==> config.mk <==
export PLATFORM = sky130hd
export DESIGN_NAME = dtmf_tone_sequencer
export DESIGN_NICKNAME = d
export VERILOG_FILES = /design/src/rtl/dtmf_pkg.sv /design/src/rtl/dtmf_tone_gen.sv /design/src/rtl/dtmf_tone_sequencer.sv
export SDC_FILE = /design/constraint.sdc
export NUM_CORES = 1
export LEC_CHECK = 0
export CAP_MARGIN = 20
export CELL_PAD_IN_SITES_DETAIL_PLACEMENT = 0
export CELL_PAD_IN_SITES_GLOBAL_PLACEMENT = 1
export CORE_MARGIN = 2
export CORE_UTILIZATION = 43
export CTS_CLUSTER_SIZE = 40
export DETAILED_ROUTE_END_ITERATION = 12
export GPL_ROUTABILITY_DRIVEN = 1
export HOLD_SLACK_MARGIN = 0.06
export PLACE_DENSITY = 0.77
export SETUP_SLACK_MARGIN = 0.3
export SLEW_MARGIN = 20
export SYNTH_ARGS = -nofsm -noshare
export SYNTH_HDL_FRONTEND = slang
export SYNTH_SLANG_ARGS = --single-unit
==> constraint.sdc <==
create_clock -name inclk -period 1.9 [get_ports inclk]
set_input_delay 0.285 -clock inclk [delete_from_list [all_inputs] [get_ports inclk]]
set_output_delay 0.285 -clock inclk [all_outputs]
set_load 0.02 [all_outputs]
==> src/rtl/dtmf_pkg.sv <==
// rtl/dtmf_pkg.sv - shared DTMF frequency table, state encoding and ms timebase helpers
package dtmf_pkg;

    typedef enum logic [1:0] {
        S_IDLE = 2'd0,
        S_TONE = 2'd1,
        S_GAP  = 2'd2
    } state_t;

    localparam int ROW_HZ [4] = '{697, 770, 852, 941};
    localparam int COL_HZ [4] = '{1209, 1336, 1477, 1633};
    localparam int MS_PER_S   = 1000;

    // round(clk_hz / (2 * freq_hz)) in integer arithmetic
    function automatic int half_period(input int clk_hz, input int freq_hz);
        return (clk_hz + freq_hz) / (2 * freq_hz);
    endfunction

    function automatic int ms_div(input int clk_hz);
        return clk_hz / MS_PER_S;
    endfunction

endpackage

==> src/rtl/dtmf_tone_gen.sv <==
// rtl/dtmf_tone_gen.sv - square-wave generator toggling every i_half enabled cycles
module dtmf_tone_gen #(
    parameter int W = 10
) (
    input  logic         inclk,
    input  logic         rst_n,
    input  logic [W-1:0] i_half,
    input  logic         i_en,
    input  logic         i_clr,
    output logic         o_wave
);

    logic [W-1:0] r_cnt;
    logic         r_wave;

    always_ff @(posedge inclk or negedge rst_n) begin
        if (!rst_n) begin
            r_cnt  <= '0;
            r_wave <= 1'b0;
        end else if (i_clr) begin
            r_cnt  <= '0;
            r_wave <= 1'b0;
        end else if (i_en) begin
            if (r_cnt == i_half - W'(1)) begin
                r_cnt  <= '0;
                r_wave <= ~r_wave;
            end else begin
                r_cnt <= r_cnt + W'(1);
            end
        end
    end

    assign o_wave = r_wave;

endmodule

==> src/rtl/dtmf_tone_sequencer.sv <==
// rtl/dtmf_tone_sequencer.sv - plays one DTMF digit per handshake: timed tone burst then silence
module dtmf_tone_sequencer
    import dtmf_pkg::*;
#(
    parameter int CLK_HZ  = 1000000,
    parameter int TONE_MS = 100,
    parameter int GAP_MS  = 50
) (
    input  logic       inclk,
    input  logic       rst_n,
    input  logic [3:0] digit,
    input  logic       digit_valid,
    output logic       digit_ready,
    input  logic       abort,
    output logic       row_tone,
    output logic       col_tone,
    output logic       busy,
    output logic       done
);

    localparam int MS_DIV = ms_div(CLK_HZ);
    localparam int MS_W   = $clog2(MS_DIV + 1);
    localparam int HP_W   = $clog2(half_period(CLK_HZ, ROW_HZ[0]) + 1);

    localparam logic [HP_W-1:0] ROW_HALF [4] = '{
        HP_W'(half_period(CLK_HZ, ROW_HZ[0])), HP_W'(half_period(CLK_HZ, ROW_HZ[1])),
        HP_W'(half_period(CLK_HZ, ROW_HZ[2])), HP_W'(half_period(CLK_HZ, ROW_HZ[3]))};
    localparam logic [HP_W-1:0] COL_HALF [4] = '{
        HP_W'(half_period(CLK_HZ, COL_HZ[0])), HP_W'(half_period(CLK_HZ, COL_HZ[1])),
        HP_W'(half_period(CLK_HZ, COL_HZ[2])), HP_W'(half_period(CLK_HZ, COL_HZ[3]))};

    localparam logic [MS_W-1:0] MS_LAST   = MS_W'(MS_DIV - 1);
    localparam logic [9:0]      TONE_LAST = 10'(TONE_MS - 1);
    localparam logic [9:0]      GAP_LAST  = 10'(GAP_MS - 1);

    state_t          r_state;
    logic [3:0]      r_digit;
    logic [MS_W-1:0] r_ms_cnt;
    logic [9:0]      r_ms_num;
    logic            r_ready;
    logic            r_busy;
    logic            r_done;

    logic            w_ms_tick;
    logic            w_phase_end;
    logic            w_accept;
    logic            w_tone_run;
    logic [HP_W-1:0] w_row_half;
    logic [HP_W-1:0] w_col_half;

    assign w_ms_tick   = (r_ms_cnt == MS_LAST);
    assign w_phase_end = w_ms_tick && (r_ms_num == ((r_state == S_GAP) ? GAP_LAST : TONE_LAST));
    assign w_accept    = digit_valid && r_ready && !abort;
    // Generators stop on the same edge TONE ends, so GAP and IDLE start silent
    assign w_tone_run  = (r_state == S_TONE) && !abort && !w_phase_end;
    assign w_row_half  = ROW_HALF[r_digit[3:2]];
    assign w_col_half  = COL_HALF[r_digit[1:0]];

    always_ff @(posedge inclk or negedge rst_n) begin
        if (!rst_n) begin
            r_state  <= S_IDLE;
            r_digit  <= '0;
            r_ms_cnt <= '0;
            r_ms_num <= '0;
            r_ready  <= 1'b0;
            r_busy   <= 1'b0;
            r_done   <= 1'b0;
        end else begin
            r_done <= 1'b0;
            case (r_state)
                S_IDLE: begin
                    r_ready  <= 1'b1;
                    r_ms_cnt <= '0;
                    r_ms_num <= '0;
                    if (w_accept) begin
                        r_digit <= digit;
                        r_state <= S_TONE;
                        r_ready <= 1'b0;
                        r_busy  <= 1'b1;
                    end
                end
                S_TONE, S_GAP: begin
                    if (abort) begin
                        r_state  <= S_IDLE;
                        r_ready  <= 1'b1;
                        r_busy   <= 1'b0;
                        r_ms_cnt <= '0;
                        r_ms_num <= '0;
                    end else if (w_phase_end) begin
                        r_ms_cnt <= '0;
                        r_ms_num <= '0;
                        if (r_state == S_TONE) begin
                            r_state <= S_GAP;
                        end else begin
                            r_state <= S_IDLE;
                            r_ready <= 1'b1;
                            r_busy  <= 1'b0;
                            r_done  <= 1'b1;
                        end
                    end else if (w_ms_tick) begin
                        r_ms_cnt <= '0;
                        r_ms_num <= r_ms_num + 10'd1;
                    end else begin
                        r_ms_cnt <= r_ms_cnt + MS_W'(1);
                    end
                end
                default: begin
                    r_state <= S_IDLE;
                    r_ready <= 1'b1;
                    r_busy  <= 1'b0;
                end
            endcase
        end
    end

    dtmf_tone_gen #(.W(HP_W)) u_row_gen (
        .inclk  (inclk),
        .rst_n  (rst_n),
        .i_half (w_row_half),
        .i_en   (w_tone_run),
        .i_clr  (!w_tone_run),
        .o_wave (row_tone)
    );

    dtmf_tone_gen #(.W(HP_W)) u_col_gen (
        .inclk  (inclk),
        .rst_n  (rst_n),
        .i_half (w_col_half),
        .i_en   (w_tone_run),
        .i_clr  (!w_tone_run),
        .o_wave (col_tone)
    );

    assign digit_ready = r_ready;
    assign busy        = r_busy;
    assign done        = r_done;

endmodule

==> run summary, run 1 <==
The signed area change from the synthesized netlist to the final layout is 35.6%. The post-detailed-routing wire length came out at 6380 um. The worst setup path is launched from a flip-flop. The via count of the first global-routing pass is 2129.

The run finished with clean final reports. The number of buffers added by the clock tree synthesis step is 5. The worst path uses 99.3% of the clock period. After layout, the minimum clock period comes to 1890 ps. The area fraction of the dominant cell type after synthesis came out at 46.5%. Summed over all cells, the static leakage comes to 1.59 nW. The sum of negative setup slack came out at 0 ps. The antenna violation net count after detailed routing came out at 0. The count of warnings emitted by yosys is 0. The number of standard cells after synthesis came out at 274. The first-pass detailed-route iteration total came out at 4. The worst-case IR drop observed on VDD is 465 uV. The count of input and output buffers is 12.

The class of the tightest hold or removal check is in -> async. In the final layout, the multi-input gates occupy 0.00170 mm2. The maximum buffer depth of the clock tree came out at 2. The number of antenna violations at the first check in global routing came out at 0.

After clock tree synthesis, the clock-pin slew on the worst setup and hold paths is 100 ps. Headroom to the max-slew limit came out at 78.3%. The number of vias after detailed routing came out at 2187. The floorplan has 29 rows. Ranked by total cell area, the synthesized netlist is headed by dfrtp_1 (46%), nor2_1 (5.9%), xnor2_1 (5.4%), ha_1 (4.6%), xor2_1 (4.5%).

The final count of negative-setup-slack endpoints came out at 0. Setup repair after global routing could not meet its margin everywhere. The final count of hold timing violations is 0. The area of the core came out at 0.00628 mm2. The buffering stage count on the worst path with inverters included came out at 2. Dividing total power by cell area gives a power density of 944 mW/mm2. The number of fill cells in the layout is 549. The most numerous cell in the Yosys netlist is dfrtp_1.

The fraction of the mapped netlist area in simple logic gates came out at 26.9%. The pin count of the biggest net entering global routing is 52. TritonCTS built the clock tree. The floorplan die height came out at 83.9 um.

The number of distinct standard cells referenced by the synthesized netlist came out at 51. The setup path with the least slack is of type reg -> reg. Hold timing on the final database bottoms out at a slack of 472 ps. After synthesis, the share of cell area in mux cells is 2.82%. The CTS sink count is 51. The number of synthesized register bits is 51. The number of max-capacitance violations reported came out at 0.

The mapped cell area came out at 0.00275 mm2. The number of max-slew violations in the final report came out at 0. Once the floorplan was initialized, standard cells occupied 43.8% of the core. The data arrival at the endpoint of the critical path is 2140 ps. The delay contributed by the slowest stage of the critical path is 450 ps. The slowest stage of the critical path is the dfrtp_2 cell. The worst-margin pin slew came out at 321 ps. The fraction of the mapped netlist area in compound gates is 6.70%. Counting instances in the post-synthesis netlist gives the leading cell types as dfrtp_1 (51), nor2_1 (43), nand2_1 (21).

The synthesized net count came out at 292. Of the cells placed in the final design, the portion with a size suffix greater than 1 is 33.4%. 0 antenna diodes ended up in the layout. Summing the areas of all fa, ha and maj instances in the mapped netlist gives 4.56% of the synthesized area. The total overflow left after global routing is 0. For this run, the top clock speed supported by timing is 530 MHz. The global-route wire length before repair came out at 10400 um.

The overall die area came out at 0.00704 mm2. The die is 83.9 um wide. The synthesized netlist devotes 9.89% of its cell area to XOR and XNOR gates. The sequential cell area is 0.00128 mm2. Broken down by cell family, the worst path's largest delay share belongs to compound AO/OA/AOI/OAI gates.

The detailed placer's ending HPWL is 3940 um. After detailed routing, the average wire length per cell comes to 15.5 um. The signal on the critical path passes through ha_4 -> nor4bb_4 -> o211a_1 -> a21oi_4 -> buf_6 -> buf_4 -> nor3_1 -> o32a_1. The post-synthesis area per instance is 10.0 um2.

The detailed router finished its first iteration with 133 violations. After synthesis, the largest family of logic cells by area is simple AND/OR/NAND/NOR gates. The count of pins on the block boundary is 13. The sequential-to-total area share from yosys stat came out at 46.5%. The most common flop cell mapped by yosys is dfrtp_1.

The number of levels the H-tree was split into came out at 2. The later pin in the worst-skew pair is clocked with a latency of 310 ps. Yosys mapped a number of flops with a built-in enable equal to 0.

The largest fanout of any net on the critical path is 5. The ratio of routed vias to standard cells came out at 5.31. The net count of the finished layout is 352. The final weighted congestion of routability-driven global placement came out at 0.744. The worst setup path is captured at a flip-flop. Counting flops with an async set or reset pin after synthesis yields a share of 100%. The overall routing resource usage is 18.4%. For this run, design rule violations remaining after detail routing come to 0.

The post-route clock skew is 6.08 ps. The tree is rooted in a clkbuf_8. The largest total area in the synthesized netlist belongs to dfrtp_1.

For the worst setup path, the data required time is 2160 ps.
==> final cells by class <==
class / count / share of cell area [%]
Inverter: 10 / 1.01
Clock buffer: 6 / 1.95
Clock inverter: 2 / 0.437
Sequential cell: 51 / 34.3
Tap cell: 77 / 2.59
Timing Repair Buffer: 57 / 13.9
Multi-Input combinational cell: 209 / 45.8
==> cells in the final DEF (no fill, tap or decap), types with 5 or more instances in the layout <==
cell type,count
dfrtp_1,49
buf_4,33
nor2_1,28
nand2_1,19
xnor2_1,16
xor2_1,13
nand3_1,13
nor2_2,10
buf_6,8
clkdlybuf4s50_1,7
and3_1,6
nor3_1,6
inv_1,6
ha_1,6
nor2_4,5
clkbuf_8,5
==> registers in the layout (all words and copies together) (netlist names) <==
signal,cells
r_ms_cnt,10
r_ms_num,10
u_col_gen.r_cnt,10
u_row_gen.r_cnt,10
r_digit,4
r_state,2
busy,1
digit_ready,1
done,1
u_col_gen.o_wave,1
u_row_gen.o_wave,1
==> power by group <==
part	switching (mW)	internal, mW
combinational	0.706	0.816
clock	0.391	0.266
sequential	0.132	1.21
==> through the flow <==
stage | cell area (um2) | util [%] | setup slack (ps) | power [mW] | instances
global placement | 3190 | 50.9 | 27.0 | 2.40 | 385
global route | 3720 | 59.3 | -49.6 | 3.74 | 412
CTS | 3500 | 55.8 | 53.7 | 3.30 | 407
floorplan | 2810 | - | 194 | 2.00 | 274
finish | 3720 | 59.3 | 12.5 | 3.52 | 412
detailed placement | 3190 | 50.9 | -32.3 | 2.41 | 385
==> worst paths after layout <==
path                                     from                  to  slack (ps)  depth (start not counted)
setup / recovery                   r_state[1]                busy          10                          8
hold / removal                          rst_n  u_col_gen.r_cnt[8]         470                          3
setup reg to reg                   r_state[1]                busy          10                          8
hold reg to reg            u_row_gen.r_cnt[0]  u_row_gen.r_cnt[0]         520                          1
max in group asynchronous               rst_n          r_state[1]        1140                          3
min in group inclk         u_row_gen.r_cnt[0]  u_row_gen.r_cnt[0]         520                          1
==> worst min-delay path, stage by stage <==
cell and delay [ps]:
dlygate4sd3_1 520, buf_2 120, buf_12 260
==> cell families (layout without fill, tap and decap cells) <==
family,Yosys count,after routing
fa+ha+maj,10,10
mux,7,7
buf+inv,15,75
xor+xnor,31,31
compound gates,24,24
simple gates,136,137
flops,51,51
==> layer usage <==
metal / GRT usage (%) / vias to the layer above / share of wire, % / wire (um)
met5: 0 / - / 0 / 0
met3: 3.26 / 14 / 2.6 / 168
met4: 6.30 / 0 / 2.1 / 132
met2: 29.4 / 32 / 50 / 3200
met1: 25.1 / 1073 / 45 / 2870
li1: - / 1068 / - / -
==> what timing repair did <==
action,CTS,global route
setup endpoints to repair,48,51
cloned,2,0
buffers inserted,11,5
pin swaps,21,14
endpoints found under the hold margin,51,0
resized for setup,30,41
hold buffers,1,0
No activity file was read; power rests on OpenSTA's default activity.
==> run 2, diff against run 1 <==
GPL_ROUTABILITY_DRIVEN = 0   (was 1)
==> results of run 2 <==
Final layout, timing and power as in run 1 (identical DEF).
